===== config.mk =====
export PLATFORM = sky130hd
export DESIGN_NAME = sbox_share_ctrl
export DESIGN_NICKNAME = d
export VERILOG_FILES = /design/src/rtl/sbox_share_ctrl.sv
export SDC_FILE = /design/constraint.sdc
export NUM_CORES = 1
export LEC_CHECK = 0
export CAP_MARGIN = 25
export CORE_AREA = 8 8 187 189
export CTS_CLUSTER_DIAMETER = 80
export CTS_CLUSTER_SIZE = 40
export DETAILED_ROUTE_END_ITERATION = 10
export DIE_AREA = 0 0 195 197
export PLACE_DENSITY = 0.53
export SYNTH_ARGS = -nofsm -noshare
export SYNTH_HDL_FRONTEND = slang
export SYNTH_SLANG_ARGS = --single-unit

===== constraint.sdc =====
create_clock -name clk -period 2.1 [get_ports clk]
set_input_delay 0.42 -clock clk [delete_from_list [all_inputs] [get_ports clk]]
set_output_delay 0.42 -clock clk [all_outputs]
set_load 0.02 [all_outputs]

===== src/rtl/sbox_share_ctrl.sv =====
// Host-side driver for a masked 4-bit Skinny S-box core: shares the input, runs the core until Synch, recombines.
// Optional macro SHARE_CTRL_TIMEOUT_EN adds a sticky err flag when the core never reports Synch.
module sbox_share_ctrl #(
    parameter int ORDER   = 4,
    parameter int FRESH_W = 210,
    parameter int LATENCY = 9,
    parameter int SLACK   = 4
) (
    input  logic                   clk,
    input  logic                   rst,
    input  logic                   in_valid,
    output logic                   in_ready,
    input  logic [3:0]             in_data,
    input  logic [4*ORDER-1:0]     rand_in,
    input  logic [FRESH_W-1:0]     fresh_in,
    output logic [4*(ORDER+1)-1:0] sb_x,
    output logic [FRESH_W-1:0]     sb_fresh,
    output logic                   sb_rst,
    input  logic [4*(ORDER+1)-1:0] sb_y,
    input  logic                   sb_synch,
    output logic                   out_valid,
    input  logic                   out_ready,
    output logic [3:0]             out_data,
    output logic                   busy,
    output logic                   err
);
    // Counter is wide enough to reach LATENCY+SLACK without wrapping.
    localparam int CNT_W = $clog2(LATENCY + SLACK + 2);

    typedef enum logic [1:0] {IDLE, CORE_RST, RUN, DONE} state_t;

    state_t                state_q, state_nx;
    logic [ORDER:0][3:0]   share_q, share_nx, split;
    logic [CNT_W-1:0]      cnt_q, cnt_nx;
    logic                  ov_q, ov_nx;
    logic [3:0]            od_q, od_nx, y_xor;
`ifdef SHARE_CTRL_TIMEOUT_EN
    logic                  err_q, err_nx;
`endif

    // Boolean sharing of the input and recombination of the core output.
    always_comb begin
        split    = '0;
        split[0] = in_data;
        for (int k = 1; k <= ORDER; k++) begin
            split[k] = rand_in[4*k-4 +: 4];
            split[0] = split[0] ^ rand_in[4*k-4 +: 4];
        end
        y_xor = '0;
        for (int k = 0; k <= ORDER; k++)
            y_xor = y_xor ^ sb_y[4*k +: 4];
    end

    always_comb begin
        state_nx = state_q;
        share_nx = share_q;
        cnt_nx   = cnt_q;
        ov_nx    = ov_q;
        od_nx    = od_q;
`ifdef SHARE_CTRL_TIMEOUT_EN
        err_nx   = err_q;
`endif
        case (state_q)
            IDLE: begin
                if (in_valid) begin
                    share_nx = split;
                    state_nx = CORE_RST;
                end
            end
            CORE_RST: begin
                cnt_nx   = '0;
                state_nx = RUN;
            end
            RUN: begin
                if (cnt_q != '1)
                    cnt_nx = cnt_q + 1'b1;
                // Synch in the first RUN cycle is left over from before the core restart.
                if (sb_synch && cnt_q != '0) begin
                    od_nx    = y_xor;
                    ov_nx    = 1'b1;
                    share_nx = '0;
                    state_nx = DONE;
                end
`ifdef SHARE_CTRL_TIMEOUT_EN
                else if (cnt_q == CNT_W'(LATENCY + SLACK)) begin
                    err_nx   = 1'b1;
                    share_nx = '0;
                    state_nx = IDLE;
                end
`endif
            end
            DONE: begin
                if (out_ready) begin
                    ov_nx    = 1'b0;
                    od_nx    = '0;
                    state_nx = IDLE;
                end
            end
            default: state_nx = IDLE;
        endcase
    end

    always_ff @(posedge clk or negedge rst) begin
        if (!rst) begin
            state_q <= IDLE;
            share_q <= '0;
            cnt_q   <= '0;
            ov_q    <= 1'b0;
            od_q    <= '0;
        end else begin
            state_q <= state_nx;
            share_q <= share_nx;
            cnt_q   <= cnt_nx;
            ov_q    <= ov_nx;
            od_q    <= od_nx;
        end
    end

`ifdef SHARE_CTRL_TIMEOUT_EN
    always_ff @(posedge clk or negedge rst) begin
        if (!rst) err_q <= 1'b0;
        else      err_q <= err_nx;
    end
    assign err = err_q;
`else
    assign err = 1'b0;
`endif

    assign in_ready  = rst && (state_q == IDLE);
    assign sb_rst    = (state_q != RUN);
    assign sb_fresh  = (state_q == RUN) ? fresh_in : '0;
    assign sb_x      = share_q;
    assign out_valid = ov_q;
    assign out_data  = od_q;
    assign busy      = (state_q != IDLE);

endmodule


==> results.py <==
metrics = {
    "worst_setup_path": {
        "worst-path-max-fanout": 19,
        "regToRegStartpoint": "state_q[1]",
        "critPathRequiredTime_ns": 1.68,
        "regToRegEndpoint": "state_q[1]",
        "worst-r2r-setup-slack_ns": 0.16,
        "worst-endpoint-arrival_ns": 1.68,
        "delay_of_the_slowest_cell_on_the_worst_path_ns": 0.38,
        "timing.critical_path.from_type": "flip-flop",
        "timing.critical_path.buf_inv": 4,
        "worst_path_dominant_cell_family": "buffers and inverters",
        "crit_type": "flip-flop to output port",
        "worst_case_reg_to_reg_path_depth": 7,
        "slowest_stage": "sky130_fd_sc_hd__dfrtp_1",
        "worstPathCellList": "inv_2, ha_4, buf_8, clkbuf_16, and2_1, clkdlybuf4s15_2",
        "cp_endpoint_kind": "output port",
    },
    "clock_tree": {
        "ctsHtreeMaxLevel": 2,
        "clock_sinks": 31,
        "numCtsBuffers": 5,
        "tritoncts": "yes",
        "hold_buffers": 0,
        "clkSlewWorstSetupHoldPaths_ns": 0.05,
        "clock_latency_ns": 0.27,
        "cts-root-to-sink-buffers": 2,
        "root_buffer_cell": "sky130_fd_sc_hd__clkbuf_16",
    },
    "min_path": {
        "hold_depth": 1,
        "hold_path_end": "sb_x[5]",
        "worst_hold_path_type": "flip-flop to flip-flop",
        "hold_start": "sb_x[5]",
    },
    "floorplanning": {
        "fp.dieArea_um2": 38400,
        "std_cell_rows": 66,
        "floorplan.initialDensity_pct": 9.89,
        "num_io_pins": 494,
        "chipWidth_um": 195,
        "dieHeight_um": 197,
        "core_area_um2": 32000,
    },
    "routing": {
        "drc_errors": 0,
        "vias_per_cell": 3.49,
        "antenna_left": 0,
        "first_pass_iters": 4,
        "number_of_drc_violations_after_detailed_routing_iteration_0": 114,
        "routed-via-count": 4548,
        "detailed_route_wl_mm": 26.8,
        "wl_cell_um": 20.6,
    },
    "pwr": {
        "worst_supply_voltage_drop_on_vdd_mv": 0.809,
        "p_leak_uw": 0.00398,
        "power_per_cell_area_nw_per_um2": 1180,
    },
    "timing": {
        "report.final.slew_viol_count": 0,
        "final-setup-viol-count": 2,
        "hold_viol_final": 0,
        "final_critical_path_required_period_ns": 2.10,
        "final_ws_setup_ns": -0.00479,
        "timing.hold.ws_ns": 0.480,
        "maxClockFrequency_mhz": 475,
        "finalClockSkew_ns": 0.00532,
        "timing.setup.tns_ns": -0.00685,
        "period_share_pct": 100,
        "grt_setup_unrepaired": "true",
    },
    "synthesis": {
        "nets_in_the_synthesized_netlist": 657,
        "netlist_instances": 395,
        "post_synth.cell_area_avg_um2": 8.02,
        "synth-seq-cells": 31,
        "synth.yosys.warnings": 0,
        "seq_area_frac_synth_pct": 24.5,
        "synth.cell_area_um2": 3170,
        "synth.lib_cells_used.distinct": 36,
    },
    "grt": {
        "antenna_found_initial": 8,
        "track_usage_pct": 12.7,
        "grt_pass1_vias": 4688,
        "grt_start_max_net_pins": 47,
        "global_route.overflow_total": 0,
        "grt_first_pass_wirelength_mm": 36.3,
    },
    "status": {
        "failed_checks": "setup timing",
        "run_status": "finished with violations",
    },
    "run": {
        "cap_violations": 0,
    },
    "cells_and_area": {
        "finish.instance_area_um2": 8630,
        "commonest_non_fill_non_tap_cell_in_the_layout": "sky130_fd_sc_hd__clkdlybuf4s50_1",
        "fin_util_pct": 26.9,
        "mostFrequentLayoutCells": "sky130_fd_sc_hd__clkdlybuf4s50_1 (279), sky130_fd_sc_hd__and2_1 (188), sky130_fd_sc_hd__clkbuf_2 (74), sky130_fd_sc_hd__clkdlybuf4s15_2 (43), sky130_fd_sc_hd__buf_2 (40)",
        "post_route_cells_drive_above_1_share_pct": 30.3,
        "num-fill-cells": 3483,
        "design.final.nets": 1152,
        "flow.area_growth_from_synthesis_pct": 172,
    },
    "placed_design": {
        "placedInstanceArea_um2": 8650,
        "placement.setup.worst_slack_ns": -0.152,
        "io_buffers": 492,
        "dp_hpwl_mm": 22.0,
        "gp_congestion": 0.883,
    },
}
## layout make-up
type / count / area (µm²) / share of cell area [%]
Antenna cell: 4 / 10.0 / 0.116
Inverter: 7 / 26.3 / 0.305
Timing Repair Buffer: 519 / 4860 / 56.3
Multi-Input combinational cell: 326 / 2290 / 26.5
Tap cell: 408 / 510 / 5.92
Sequential cell: 31 / 776 / 8.99
Clock buffer: 8 / 156 / 1.81
## synth_stat cells
cell type | count | share of area, %
sky130_fd_sc_hd__a21oi_1 | 3 | 0.47
sky130_fd_sc_hd__xnor2_1 | 21 | 5.8
sky130_fd_sc_hd__nand3_1 | 4 | 0.63
sky130_fd_sc_hd__and3_1 | 16 | 3.2
sky130_fd_sc_hd__o2bb2ai_1 | 4 | 1.1
sky130_fd_sc_hd__nor3_1 | 3 | 0.47
sky130_fd_sc_hd__nand2b_1 | 1 | 0.20
sky130_fd_sc_hd__dfrtp_1 | 31 | 24
sky130_fd_sc_hd__buf_1 | 1 | 0.12
sky130_fd_sc_hd__buf_2 | 1 | 0.16
sky130_fd_sc_hd__buf_6 | 1 | 0.36
sky130_fd_sc_hd__a32o_1 | 1 | 0.32
sky130_fd_sc_hd__or3b_4 | 1 | 0.36
sky130_fd_sc_hd__xnor3_1 | 3 | 2.1
sky130_fd_sc_hd__a21oi_4 | 1 | 0.51
sky130_fd_sc_hd__xor2_1 | 5 | 1.4
sky130_fd_sc_hd__buf_4 | 2 | 0.47
sky130_fd_sc_hd__nand2_1 | 6 | 0.71
sky130_fd_sc_hd__mux2i_1 | 2 | 0.63
sky130_fd_sc_hd__clkbuf_1 | 25 | 3.0
sky130_fd_sc_hd__or3_1 | 3 | 0.59
sky130_fd_sc_hd__nor2b_1 | 1 | 0.20
sky130_fd_sc_hd__ha_1 | 7 | 2.8
sky130_fd_sc_hd__mux2_1 | 1 | 0.36
sky130_fd_sc_hd__o21ai_1 | 1 | 0.16
sky130_fd_sc_hd__buf_12 | 1 | 0.63
sky130_fd_sc_hd__o31ai_1 | 2 | 0.47
sky130_fd_sc_hd__inv_2 | 1 | 0.12
sky130_fd_sc_hd__nor2_1 | 6 | 0.71
sky130_fd_sc_hd__and2_1 | 211 | 42
sky130_fd_sc_hd__nor4_1 | 1 | 0.20
sky130_fd_sc_hd__conb_1 | 1 | 0.12
sky130_fd_sc_hd__a211oi_1 | 1 | 0.24
sky130_fd_sc_hd__a21o_1 | 19 | 4.5
sky130_fd_sc_hd__o21ai_0 | 1 | 0.16
sky130_fd_sc_hd__inv_1 | 6 | 0.71
## logic make-up after synthesis
logic type	count (synthesis)	share of synthesized area, %
buffers and inverters	38	5.53
adder cells (fa/ha/maj)	7	2.76
AND/OR/NAND/NOR	253	48.9
multiplexers	3	0.987
other	1	0.118
flip-flops	31	24.5
XOR/XNOR	29	9.32
AO/OA/AOI/OAI	33	7.93
## sequential cells by signal (all words and copies together) (netlist names)
signal     flops
sb_x          20
out_data       4
cnt_q          4
state_q        2
out_valid      1
## timing repair
action / 4_1_cts / 5_1_grt
gates cloned: 4 / 2
pin swaps: 1 / 0
buffers inserted: 3 / 1
gates resized for setup: 539 / 167
setup endpoints to repair: 199 / 167
## metal layers
layer  part of all wire (%)  GRT usage (%)  vias up
met2                     50           22.5      228
met4                    1.9           2.75        8
met1                     40           14.4     2054
li1                       -              -     2230
met3                    8.2           4.62       28
met5                   0.19              0        -
## worst max-delay path by stage
stage                     from             to  slack (ns)  depth (start not counted)
global route        state_q[0]  sb_fresh[142]       -0.06                          6
global placement    state_q[0]   sb_fresh[83]       -0.17                          5
CTS                 state_q[0]   sb_fresh[19]       -0.09                          6
finish              state_q[0]   sb_fresh[15]      -0.005                          6
floorplan           state_q[0]  sb_fresh[120]        0.15                          6
detailed placement  state_q[0]   sb_fresh[73]       -0.15                          5
## through the flow
stage | power [µW] | instances
2_1_floorplan | 5000 | 395
3_3_place_gp | 9340 | 1281
3_5_place_dp | 9360 | 1281
4_1_cts | 10300 | 1296
5_1_grt | 10800 | 1300
6_report | 10200 | 1303
## report_power, final
part	internal [µW]	total [µW]	switching (µW)
combinational	3930	8390	4460
clock	504	754	250
sequential	870	1030	157
## worst register-to-register path, delay by kind of cell (launching register included)
family                     cells  cell delay, ns
adders and majority gates      1            0.23
and+or+nand+nor                1            0.39
buffers and inverters          3            0.42
muxes                          1            0.33
AOI/OAI and AO/OA              1            0.05
DFF                            1            0.40
(Power assumes the default switching activity.)
